[config.mk]
export PLATFORM = sky130hd
export DESIGN_NAME = layer_color_mapper
export DESIGN_NICKNAME = d
export VERILOG_FILES = /design/src/rtl/layer_color_mapper.sv
export SDC_FILE = /design/constraint.sdc
export NUM_CORES = 1
export LEC_CHECK = 0
export CAP_MARGIN = 20
export CORE_MARGIN = 1.5
export CORE_UTILIZATION = 40
export DETAILED_ROUTE_END_ITERATION = 8
export PLACE_DENSITY_LB_ADDON = 0.2
export SLEW_MARGIN = 20
export SYNTH_ARGS = -nofsm -noshare
export SYNTH_HDL_FRONTEND = slang
export SYNTH_SLANG_ARGS = --single-unit
[constraint.sdc]
create_clock -name Clk -period 1.95 [get_ports Clk]
set_input_delay 0.4875 -clock Clk [delete_from_list [all_inputs] [get_ports Clk]]
set_output_delay 0.4875 -clock Clk [all_outputs]
set_load 0.005 [all_outputs]
[src/rtl/layer_color_mapper.sv]
// Priority-resolving layer colour mapper with a double-buffered palette committed at frame start.
// Define LAYER_BLINK_EN to build the per-layer blink counter and hit masking.
module layer_color_mapper #(
  parameter int unsigned N_LAYERS     = 4,
  parameter int unsigned COLOR_W      = 8,
  parameter int unsigned BLINK_FRAMES = 30
) (
  input  logic                   Clk,
  input  logic                   Reset_n,
  input  logic                   pixel_valid,
  input  logic [N_LAYERS-1:0]    layer_hit,
  input  logic                   frame_start,
  input  logic [N_LAYERS-1:0]    blink_en,
  input  logic                   wr_valid,
  output logic                   wr_ready,
  input  logic [3:0]             wr_idx,
  input  logic [3*COLOR_W-1:0]   wr_rgb,
  output logic                   out_valid,
  output logic [COLOR_W-1:0]     VGA_R,
  output logic [COLOR_W-1:0]     VGA_G,
  output logic [COLOR_W-1:0]     VGA_B
);

  localparam int unsigned RgbW    = 3 * COLOR_W;
  localparam int unsigned Entries = 16;
  localparam logic [3:0]  BgIdx   = 4'(N_LAYERS);

  typedef logic [RgbW-1:0] rgb_t;

  // Reset colours are 8-bit values, left-aligned into the configured channel width.
  function automatic logic [COLOR_W-1:0] scale8(input logic [7:0] c);
    logic [31:0] wide;
    wide = {24'd0, c};
    if (COLOR_W >= 8) wide = wide << (COLOR_W - 8);
    else              wide = wide >> (8 - COLOR_W);
    return wide[COLOR_W-1:0];
  endfunction

  function automatic rgb_t default_entry(input int unsigned idx);
    logic [23:0] c8;
    if (idx == N_LAYERS) begin
      c8 = 24'hFFFFFF;
    end else begin
      case (idx)
        0:       c8 = 24'hFFFF00;
        1:       c8 = 24'h87CEEB;
        2:       c8 = 24'hF0828C;
        default: c8 = 24'h000000;
      endcase
    end
    return {scale8(c8[23:16]), scale8(c8[15:8]), scale8(c8[7:0])};
  endfunction

  rgb_t shadow_q [Entries];
  rgb_t active_q [Entries];

  logic wr_fire;

  assign wr_ready = ~frame_start;
  assign wr_fire  = wr_valid & wr_ready;

  // Entries above the background index are never written and stay constant.
  always_ff @(posedge Clk or negedge Reset_n) begin
    if (!Reset_n) begin
      for (int unsigned i = 0; i < Entries; i++) begin
        shadow_q[i] <= default_entry(i);
        active_q[i] <= default_entry(i);
      end
    end else begin
      if (frame_start) begin
        for (int unsigned i = 0; i < Entries; i++) begin
          active_q[i] <= shadow_q[i];
        end
      end
      if (wr_fire && (wr_idx <= BgIdx)) begin
        shadow_q[wr_idx] <= wr_rgb;
      end
    end
  end

  logic [N_LAYERS-1:0] hit_mask;

`ifdef LAYER_BLINK_EN
  localparam logic [7:0] LastFrame = 8'(BLINK_FRAMES - 1);

  logic [7:0] frame_cnt_q;
  logic       blink_phase_q;

  always_ff @(posedge Clk or negedge Reset_n) begin
    if (!Reset_n) begin
      frame_cnt_q   <= '0;
      blink_phase_q <= 1'b0;
    end else if (frame_start) begin
      if (frame_cnt_q == LastFrame) begin
        frame_cnt_q   <= '0;
        blink_phase_q <= ~blink_phase_q;
      end else begin
        frame_cnt_q <= frame_cnt_q + 8'd1;
      end
    end
  end

  assign hit_mask = blink_phase_q ? blink_en : '0;
`else
  logic unused_blink_en;
  assign unused_blink_en = ^blink_en;
  assign hit_mask        = '0;
`endif

  logic [N_LAYERS-1:0] masked_hit;
  logic [3:0]          sel_idx;

  assign masked_hit = layer_hit & ~hit_mask;

  // Scan from lowest priority upward so the lowest set index wins.
  always_comb begin
    sel_idx = BgIdx;
    for (int i = int'(N_LAYERS) - 1; i >= 0; i--) begin
      if (masked_hit[i]) sel_idx = 4'(i);
    end
  end

  logic       s1_valid_q;
  logic [3:0] s1_idx_q;
  rgb_t       rgb_q;

  always_ff @(posedge Clk or negedge Reset_n) begin
    if (!Reset_n) begin
      s1_valid_q <= 1'b0;
      s1_idx_q   <= '0;
      out_valid  <= 1'b0;
      rgb_q      <= '0;
    end else begin
      s1_valid_q <= pixel_valid;
      s1_idx_q   <= sel_idx;
      out_valid  <= s1_valid_q;
      rgb_q      <= s1_valid_q ? active_q[s1_idx_q] : '0;
    end
  end

  assign VGA_R = rgb_q[RgbW-1 -: COLOR_W];
  assign VGA_G = rgb_q[2*COLOR_W-1 -: COLOR_W];
  assign VGA_B = rgb_q[COLOR_W-1:0];

endmodule

Word level (Yosys, flattened, before mapping)
Index checks and enable logic that the tools add are counted.
{"block": "word_totals", "reg_bits": 797, "latch_bits": 0, "ramBits": 0, "mem_bits_ro": 0, "input_bits": 41, "n_memories": 0}
{"block": "classes", "n_addsub": 0, "n_mul": 0, "div": 0, "n_lt_le_gt_ge": 4, "n_eq_ne": 0, "shift": 0, "n_mux": 11, "bitwise": 4, "reduce_logical": 2}
{"op": "bitwise mux 384 bit", "count": 1}
{"op": "binary-select mux 24 bit (select 4 bit)", "count": 1}
{"op": "demux 24 bit (select 4 bit)", "count": 1}
{"op": "two-way mux 24 bit", "count": 4}
{"op": "two-way mux 3 bit", "count": 4}
{"op": ">= comparator 5 bit (second input constant)", "count": 2}
{"op": "less-than comparator 5 x 1 -> 1 bit (second input constant)", "count": 1}
{"op": "NOT 3 -> 5 bit", "count": 1}
{"op": "NOT 4 -> 5 bit", "count": 1}
{"op": "<= comparator 4 x 3 -> 1 bit (second input constant)", "count": 1}
{"op": "logical AND 1 bit", "count": 2}
{"op": "bitwise AND 1 bit", "count": 1}
{"op": "NOT 1 bit", "count": 1}

Longest topological paths before layout
Gate-level depths: netlist (run 1).
{"block": "logic_depth", "word_depth": 6, "ltp_mapped": 5}

Worst setup path before layout (run 1)
No wires, ideal clock.
{"block": "synth_timing", "path_type": "input to register", "start": "input frame_start", "end": "register shadow_q[316] (netlist name)", "t_arrival_ns": 1.635, "slack_ns": 0.190, "path_stages": 5, "n_path_buf": 2, "cell_sequence": "buf_2 nor4b_4 nand3b_2 buf_2 mux2_2"}
{"block": "synth_via", "elab_chain_cells": 3}
{"item": "start, declared", "line_no": "12", "source": "input logic frame_start,"}
{"item": "NOT 1 bit", "line_no": "59", "source": "assign wr_ready = ~frame_start;"}
{"item": "bitwise AND 1 bit", "line_no": "60", "source": "assign wr_fire = wr_valid & wr_ready;"}
{"item": "logical AND 1 bit", "line_no": "75", "source": "if (wr_fire && (wr_idx <= BgIdx)) begin"}
{"item": "end signal, assigned by index", "line_no": "66", "source": "shadow_q[i] <= default_entry(i);"}
{"item": "end signal, assigned by index", "line_no": "76", "source": "shadow_q[wr_idx] <= wr_rgb;"}
{"item": "end, declared", "line_no": "54", "source": "rgb_t shadow_q [Entries];"}
Every way passes these cells.
A chain may end at the register's enable or synchronous reset.

Worst setup path after layout (run 1)
{"block": "layout_timing", "start": "register rgb_q[11]", "end": "output VGA_G[3]"}
{"item": "start, declared", "line_no": "125", "source": "rgb_t rgb_q;"}
{"item": "start signal, assigned", "line_no": "137", "source": "rgb_q <= s1_valid_q ? active_q[s1_idx_q] : '0;"}
{"item": "end, declared", "line_no": "20", "source": "output logic [COLOR_W-1:0] VGA_G,"}
No word-level cell between the ends.

==> results of run 1 <==
layout by cell type (no fill, tap or decap), types with 2 or more instances in the layout:
cell / n
a221oi_1: 24
buf_12: 19
buf_4: 31
bufinv_16: 4
clkbuf_1: 13
clkbuf_16: 45
clkbuf_8: 13
clkdlybuf4s50_1: 57
clkinv_2: 4
dfrtp_1: 283
dfstp_2: 128
dlymetal6s2s_1: 2
inv_1: 26
inv_6: 3
mux2_2: 336
mux2i_1: 24
mux4_2: 24
nand3_2: 2
nand3b_2: 2
nor2_1: 3
o21ai_0: 24
synthesized netlist by cell type:
cell type	n
nand2_2	1
nor4_1	1
nor3b_1	1
mux4_2	24
clkbuf_1	84
nor4b_4	1
inv_1	26
nand3_1	1
nand2b_1	1
mux2i_1	24
dfstp_2	128
buf_2	34
nor2_1	4
buf_1	2
nor3_1	1
nand3b_2	2
a21oi_1	1
a221oi_1	24
mux2_2	336
nand3_2	1
o21ai_0	24
buf_4	4
dfrtp_1	285
registers in the layout, summed over array words and instances, names as in the netlist:
name and count:
active_q 192, shadow_q 192, rgb_q 24, s1_idx_q 3, out_valid 1, s1_valid_q 1
logic make-up after synthesis:
group	share of synthesized area (%)
AND/OR/NAND/NOR	0.667
AO/OA/AOI/OAI	2.08
multiplexers	28.3
flip-flops	65.1
buffers and inverters	3.85
through the flow:
step / cell area (sq um) / worst slack (ns) / instances / power, mW / hold slack (ns)
3_3_place_gp: 17500 / -0.223 / 1523 / 13.0 / 0.360
6_report: 19000 / 0.0589 / 1606 / 21.5 / 0.369
4_1_cts: 19000 / 0.00227 / 1606 / 21.8 / 0.354
2_1_floorplan: 16100 / 0.190 / 1010 / 12.1 / 0.192
5_1_grt: 19000 / 0.0185 / 1606 / 22.5 / 0.365
3_5_place_dp: 17500 / -0.253 / 1523 / 13.1 / 0.362
cell type report:
| cell class | instances | area share [%] |
|---|---|---|
| clock inverter | 12 | 0.913 |
| inverter | 26 | 0.513 |
| timing repair buffer | 113 | 6.60 |
| multi-input combinational | 447 | 26.3 |
| tap | 525 | 3.45 |
| clock buffer | 70 | 7.04 |
| sequential | 413 | 55.1 |
worst paths after layout:
check                              start       endpoint  slack (ns)  depth (start not counted)
setup / recovery               rgb_q[11]       VGA_G[3]        0.06                          1
hold / removal             shadow_q[210]  shadow_q[210]        0.37                          0
setup reg to reg             s1_idx_q[1]       rgb_q[6]        0.28                          4
hold reg to reg            shadow_q[210]  shadow_q[210]        0.37                          0
max in group asynchronous        Reset_n  shadow_q[369]        0.84                          4
min in group asynchronous        Reset_n  shadow_q[358]        0.39                          2
layer usage:
layer  global-route usage, %  routed length, microns  up-vias
met5                       0                       0        -
met4                    4.29                     573        0
met3                    2.76                    1000       50
met2                    24.2                   14300      103
met1                    23.0                   15400     4291
li1                        -                       -     3602
repair_timing:
action,4_1_cts,5_1_grt
setup endpoints to repair,1,2
hold buffers,1,0
resized for setup,1,2
hold endpoints to repair,9,0
pin swaps,0,0
power by group:
part / switching [mW] / internal (mW) / total, mW / leakage [nW]
clock network: 3.34 / 5.25 / 8.59 / 0.742
logic: 0.899 / 1.41 / 2.31 / 2.65
registers: 0.520 / 10.1 / 10.6 / 5.16
==> impl_metrics.json, run 1 <==
{
  "seq_area_frac_synth_pct": 65.1,
  "skew_ns": 0.0114,
  "fillers": 3447,
  "end_kind": "primary output",
  "synthTopCellsByArea": "dfrtp_1 (44%), mux2_2 (23%), dfstp_2 (21%)",
  "max_freq_mhz": 529,
  "die_width_microns": 204,
  "core-area_sq_mm": 0.0397,
  "port_buffers": 62,
  "ios": 67,
  "grt_usage_pct": 15.7,
  "ys_types": 23,
  "wl_per_cell_microns": 19.5,
  "cts.path.max_buffers": 3,
  "antenna_found_initial": 0,
  "crit_family": "buffers and inverters",
  "final_util_pct": 47.9,
  "timing.final.crit_share_pct": 97.0,
  "tns_ns": 0,
  "synth_top_area_share_pct": 44.2,
  "critPathKind": "reg2out",
  "outcome": "complete, no violations",
  "fin_nets": 1086,
  "viasPerCell": 5.01,
  "p_leak_nw": 8.56,
  "synthesis.area_sq_mm": 0.0161,
  "grt_pass1_vias": 8905,
  "die_area_sq_mm": 0.0415,
  "die_h_microns": 204,
  "diodes": 0,
  "cts_post_setup_buffers_inserted": 0,
  "syn-num-nets": 1051,
  "rsz0062_at_grt": "false",
  "synth_top_area_cell": "dfrtp_1",
  "synth_cells": 1010,
  "num_vias": 8046,
  "cp_max_fo": 1,
  "vdd_ir_drop_max_mv": 0.637,
  "critPathBufInv": 1,
  "syn_area_per_cell_sq_um": 16.0,
  "routed_wirelength_microns": 31300,
  "htree_levels": 2,
  "cap_violations": 0,
  "cts_tree": "yes",
  "layout-drive-gt1-share_pct": 57.2,
  "area_delta_synth_final_pct": 18.1,
  "gp_congestion": 0.679,
  "slowest_delay_ns": 0.52,
  "seqCellArea_sq_mm": 0.0105,
  "worst-slew-pin-transition_ns": 0.836,
  "cp.required_ns": 1.46,
  "start_kind": "flop",
  "drc": 0,
  "ant_nets": 0,
  "slew_violations": 0,
  "post-route-min-period_ns": 1.89,
  "powerDensity_mw_per_mm2": 1130,
  "num_rows": 73,
  "drt_pass1_iterations": 4,
  "cts_buffers": 44,
  "dp_hpwl_microns": 18600,
  "cts.reportedPaths.clkPinSlew_ns": 0.06,
  "multi_input_comb_area_sq_mm": 0.00501,
  "clock_sinks": 413,
  "grt_max_degree": 114,
  "crit_path_cell_trace": "clkdlybuf4s50_1",
  "yosysWarnings": 0,
  "ys_ff_latch": 413,
  "finalSetupViolations": 0,
  "grt.overflow.total": 0,
  "grt_pass1_wl_microns": 50800,
  "hp-class": "reg2reg",
  "drtIter0Drc": 365,
  "slowest_stage": "clkdlybuf4s50_1",
  "critPathArrivalTime_ns": 1.40,
  "clock_latency_ns": 0.55,
  "max_slew_margin_pct": 44.2,
  "root_buffer": "clkbuf_16",
  "hold_viol_final": 0,
  "start_util_pct": 40.6
}
Note: power is estimated with default switching activity, not from simulation.
==> run 2: changes to the inputs <==
- CELL_PAD_IN_SITES_DETAIL_PLACEMENT: default -> 1
- CELL_PAD_IN_SITES_GLOBAL_PLACEMENT: default -> 2
==> impl_metrics.json, run 2 (synthesis gave the netlist of run 1 again) <==
{
  "outcome": "complete, no violations",
  "drtIter0Drc": 267,
  "cts_post_setup_buffers_inserted": 0,
  "top_regs": "active_q: 192 flops, shadow_q: 192 flops, rgb_q: 24 flops",
  "final_common_cell": "mux2_2",
  "root_buffer": "clkbuf_16",
  "power_switching_mw": 4.81,
  "cts_tree": "yes",
  "grt_pass1_vias": 8980,
  "max_slew_margin_pct": 58.5,
  "finalSetupViolations": 0,
  "tns_ns": 0,
  "gp_congestion": 0.696,
  "critPathKind": "reg2out",
  "drc": 0,
  "cp_max_fo": 1,
  "p_leak_nw": 8.54,
  "hold_start": "shadow_q[195]",
  "cell_internal_pwr_mw": 16.7,
  "powerDensity_mw_per_mm2": 1130,
  "cts.reportedPaths.clkPinSlew_ns": 0.06,
  "grt.overflow.total": 0,
  "vdd_ir_drop_max_mv": 0.603,
  "hold_viol_final": 0,
  "max_freq_mhz": 534,
  "core-area_sq_mm": 0.0397,
  "startpoint": "out_valid",
  "crit_path_cell_trace": "clkdlybuf4s50_1",
  "viasPerCell": 5.00,
  "clock_sinks": 413,
  "htree_levels": 2,
  "area_delta_synth_final_pct": 18.2,
  "r2r-start": "s1_idx_q[1]",
  "slew_violations": 0,
  "dp_hpwl_microns": 20000,
  "grt_pass1_wl_microns": 52200,
  "ff2ff_setup_slack_ns": 0.28,
  "grt_usage_pct": 16.5,
  "final_cell_mix": "mux2_2 (336), dfrtp_1 (283), dfstp_2 (128), clkdlybuf4s50_1 (58), clkbuf_16 (49)",
  "die_h_microns": 204,
  "cts_buffers": 46,
  "start_kind": "flop",
  "worst-slew-pin-transition_ns": 0.622,
  "routed_wirelength_microns": 32200,
  "timing.final.crit_share_pct": 96.0,
  "wl_per_cell_microns": 20.0,
  "antenna_found_initial": 0,
  "post-route-min-period_ns": 1.87,
  "port_buffers": 62,
  "placed_area_sq_mm": 0.0175,
  "critPathArrivalTime_ns": 1.39,
  "slowest_delay_ns": 0.50,
  "fillers": 3797,
  "skew_ns": 0.0130,
  "ios": 67,
  "cts.path.max_buffers": 3,
  "cp.required_ns": 1.46,
  "critPathBufInv": 1,
  "clock_latency_ns": 0.56,
  "num_vias": 8059,
  "fin_nets": 1091,
  "sequentialPowerShare_pct": 49.4,
  "grt_max_degree": 95,
  "p_comb_share_pct": 10.7,
  "drt_pass1_iterations": 4,
  "rsz0062_at_grt": "false",
  "ant_nets": 0,
  "hp-class": "reg2reg",
  "sw_frac_of_total_pct": 22.4,
  "crit_family": "buffers and inverters",
  "clkPwrFrac_pct": 39.9,
  "cap_violations": 0,
  "diodes": 0,
  "die_width_microns": 204,
  "layout-drive-gt1-share_pct": 57.3,
  "postLayoutCellArea_sq_mm": 0.0191,
  "start_util_pct": 40.6,
  "num_rows": 73,
  "slowest_stage": "clkdlybuf4s50_1",
  "end_kind": "primary output",
  "die_area_sq_mm": 0.0415
}
==> run 2: per-stage QoR <==
| stage | hold WS, ns | util (%) | cells | setup slack, ns | total power [mW] |
|---|---|---|---|---|---|
| 2_1_floorplan | 0.192 | - | 1010 | 0.190 | 12.1 |
| 3_3_place_gp | 0.360 | 44.1 | 1526 | -0.305 | 13.0 |
| 3_5_place_dp | 0.362 | 44.1 | 1526 | -0.326 | 13.1 |
| 4_1_cts | 0.339 | 48.0 | 1613 | 0.0294 | 21.9 |
| 5_1_grt | 0.361 | 48.0 | 1613 | 0.00883 | 22.5 |
| 6_report | 0.370 | 48.0 | 1613 | 0.0773 | 21.5 |
==> run 2: path summary, 6_finish.rpt <==
kind                            endpoint  cells after the start
setup reg to reg                rgb_q[6]                      5
max in group asynchronous  active_q[371]                      3
setup / recovery               out_valid                      1
hold reg to reg            shadow_q[195]                      0
hold / removal             shadow_q[195]                      0
min in group asynchronous  shadow_q[238]                      2
==> run 2: area by class of cell <==
cell class	count	area (sq um)	area share (%)
tap	525	657	3.45
sequential	413	10500	55.1
clock inverter	10	77.6	0.407
clock buffer	76	1450	7.60
multi-input combinational	447	5010	26.3
inverter	26	97.6	0.512
timing repair buffer	116	1260	6.61
==> run 2: power by group through the flow <==
stage	sequential [mW]	combinational (mW)	clock [mW]
after detailed placement	10.8	2.36	0
after global routing	10.8	2.55	9.19
final	10.6	2.31	8.57
after floorplan	10.6	1.58	0
after global placement	10.7	2.30	0
after CTS	10.6	2.37	8.89
==> run 2: timing repair <==
| action | in CTS | in global routing |
|---|---|---|
| resized for setup | 2 | 0 |
| endpoints found under the setup margin | 2 | 0 |
| endpoints found under the hold margin | 19 | 0 |
| hold buffers | 1 | 0 |
==> run 2: per-layer routing <==
layer  vias up  track usage (%)  part of all wire, %
li1       3612                -                    -
met1      4297             22.6                   46
met2        96             26.8                   49
met3        54             2.56                  2.8
met4         0             5.24                  2.2
met5         -                0                    0
==> run 3: changes to the inputs <==
- CORE_MARGIN: 1.5 -> 2
- SLEW_MARGIN: 20 -> 10
==> impl_metrics.json, run 3 (synthesis gave the netlist of run 1 again) <==
{
  "routed_wirelength_microns": 33100,
  "start_kind": "flop",
  "p_leak_nw": 8.50,
  "core-area_sq_mm": 0.0397,
  "cp.required_ns": 1.46,
  "htree_levels": 2,
  "p_comb_share_pct": 10.8,
  "finalSetupViolations": 0,
  "final_util_pct": 47.8,
  "drtIter0Drc": 253,
  "critPathBufInv": 1,
  "dp_hpwl_microns": 19700,
  "viasPerCell": 5.08,
  "clock_sinks": 413,
  "cap_violations": 0,
  "fillers": 3799,
  "hp-class": "in2reg",
  "drc": 0,
  "sequentialPowerShare_pct": 49.7,
  "sw_frac_of_total_pct": 22.7,
  "gp_congestion": 0.672,
  "die_h_microns": 205,
  "grt_pass1_vias": 9271,
  "post-route-min-period_ns": 1.88,
  "area_delta_synth_final_pct": 17.8,
  "top_regs": "active_q: 192 flops, shadow_q: 192 flops, rgb_q: 24 flops",
  "cts_post_setup_buffers_inserted": 0,
  "cts.reportedPaths.clkPinSlew_ns": 0.06,
  "timing.final.crit_share_pct": 96.5,
  "antenna_found_initial": 1,
  "wl_per_cell_microns": 20.7,
  "drt_pass1_iterations": 4,
  "clkPwrFrac_pct": 39.4,
  "num_rows": 73,
  "max_slew_margin_pct": 57.9,
  "outcome": "complete, no violations",
  "root_buffer": "clkbuf_16",
  "cts_tree": "yes",
  "cts.path.max_buffers": 3,
  "ant_nets": 0,
  "start_util_pct": 40.6,
  "grt_usage_pct": 16.7,
  "grt.overflow.total": 0,
  "hold_viol_final": 0,
  "max_freq_mhz": 531,
  "skew_ns": 0.0119,
  "port_buffers": 62,
  "power_mw": 21.4,
  "grt_pass1_wl_microns": 53300,
  "cts_buffers": 46,
  "slowest_stage": "clkdlybuf4s50_1",
  "die_width_microns": 205,
  "vdd_ir_drop_max_mv": 0.727,
  "end_kind": "primary output",
  "critPathArrivalTime_ns": 1.40,
  "worst-slew-pin-transition_ns": 0.630,
  "slowest_delay_ns": 0.50,
  "grt_max_degree": 85,
  "critPathKind": "reg2out",
  "powerDensity_mw_per_mm2": 1130,
  "power_switching_mw": 4.86,
  "final_common_cell": "mux2_2",
  "cell_internal_pwr_mw": 16.5,
  "slew_violations": 0,
  "crit_path_cell_trace": "clkdlybuf4s50_1",
  "final_cell_mix": "mux2_2 (336), dfrtp_1 (283), dfstp_2 (128), clkdlybuf4s50_1 (58), clkbuf_16 (46)",
  "clock_latency_ns": 0.57,
  "fin_hold_ws_ns": 0.369,
  "crit_family": "buffers and inverters",
  "num_vias": 8144,
  "ios": 67,
  "cp_max_fo": 1,
  "layout-drive-gt1-share_pct": 56.8,
  "fin_nets": 1083,
  "rsz0062_at_grt": "false",
  "die_area_sq_mm": 0.0419
}
==> run 3: cell count changes in the layout (fill, tap and decap cells not counted), sizes merged <==
| cell | delta |
|---|---|
| clkinv | -1 |
| clkbuf | -4 |
| diode | +1 |
| inv | +2 |
| buf | -8 |
| bufinv | +1 |
==> run 3: power by group through the flow <==
stage	Combinational (mW)	Clock, mW	Sequential (mW)
4_1_cts	2.38	8.75	10.6
6_report	2.32	8.43	10.6
3_5_place_dp	2.38	0	10.8
5_1_grt	2.56	9.08	10.8
2_1_floorplan	1.58	0	10.6
3_3_place_gp	2.30	0	10.7
==> run 3: final cells by class <==
type / instances / area [sq um] / area share [%]
antenna: 1 / 2.50 / 0.0132
multi-input combinational: 447 / 5020 / 26.4
clock inverter: 12 / 135 / 0.712
clock buffer: 72 / 1350 / 7.10
tap: 525 / 657 / 3.46
timing repair buffer: 108 / 1220 / 6.45
inverter: 26 / 97.6 / 0.514
sequential: 413 / 10500 / 55.3
==> run 3: final timing paths <==
kind,from,to,slack [ns],cells past startpoint
worst max register to register,s1_idx_q[1],rgb_q[3],0.14,6
min in group asynchronous,Reset_n,shadow_q[238],0.40,2
worst min-delay path,pixel_valid,s1_valid_q,0.37,1
worst min register to register,shadow_q[246],shadow_q[246],0.37,0
max in group asynchronous,Reset_n,shadow_q[334],0.82,3
worst max-delay path,rgb_q[5],VGA_B[5],0.07,1
==> run 3: routing by layer <==
metal	GRT usage, %	share of wire, %	wire length, microns	vias to the layer above
li1	-	-	-	3593
met1	23.0	47	15600	4398
met2	26.7	47	15700	95
met3	2.70	2.9	975	58
met4	5.87	2.5	818	0
met5	0	0	0	-
==> run 3: what timing repair did <==
| item | 4_1_cts | 5_1_grt |
|---|---|---|
| setup endpoints to repair | 6 | 0 |
| hold buffers | 1 | 0 |
| endpoints found under the hold margin | 11 | 0 |
| resized for setup | 3 | 0 |
==> run 3: metrics by stage <==
step                      worst slack, ns  TNS (ns)  area [sq um]  instances
after floorplan                     0.190         0         16100       1010
after CTS                          0.0206         0         19000       1603
after global placement             -0.221    -18.13         17500       1518
after detailed placement           -0.217    -18.34         17500       1518
after global routing               0.0160         0         19000       1604
final                              0.0674         0         19000       1604
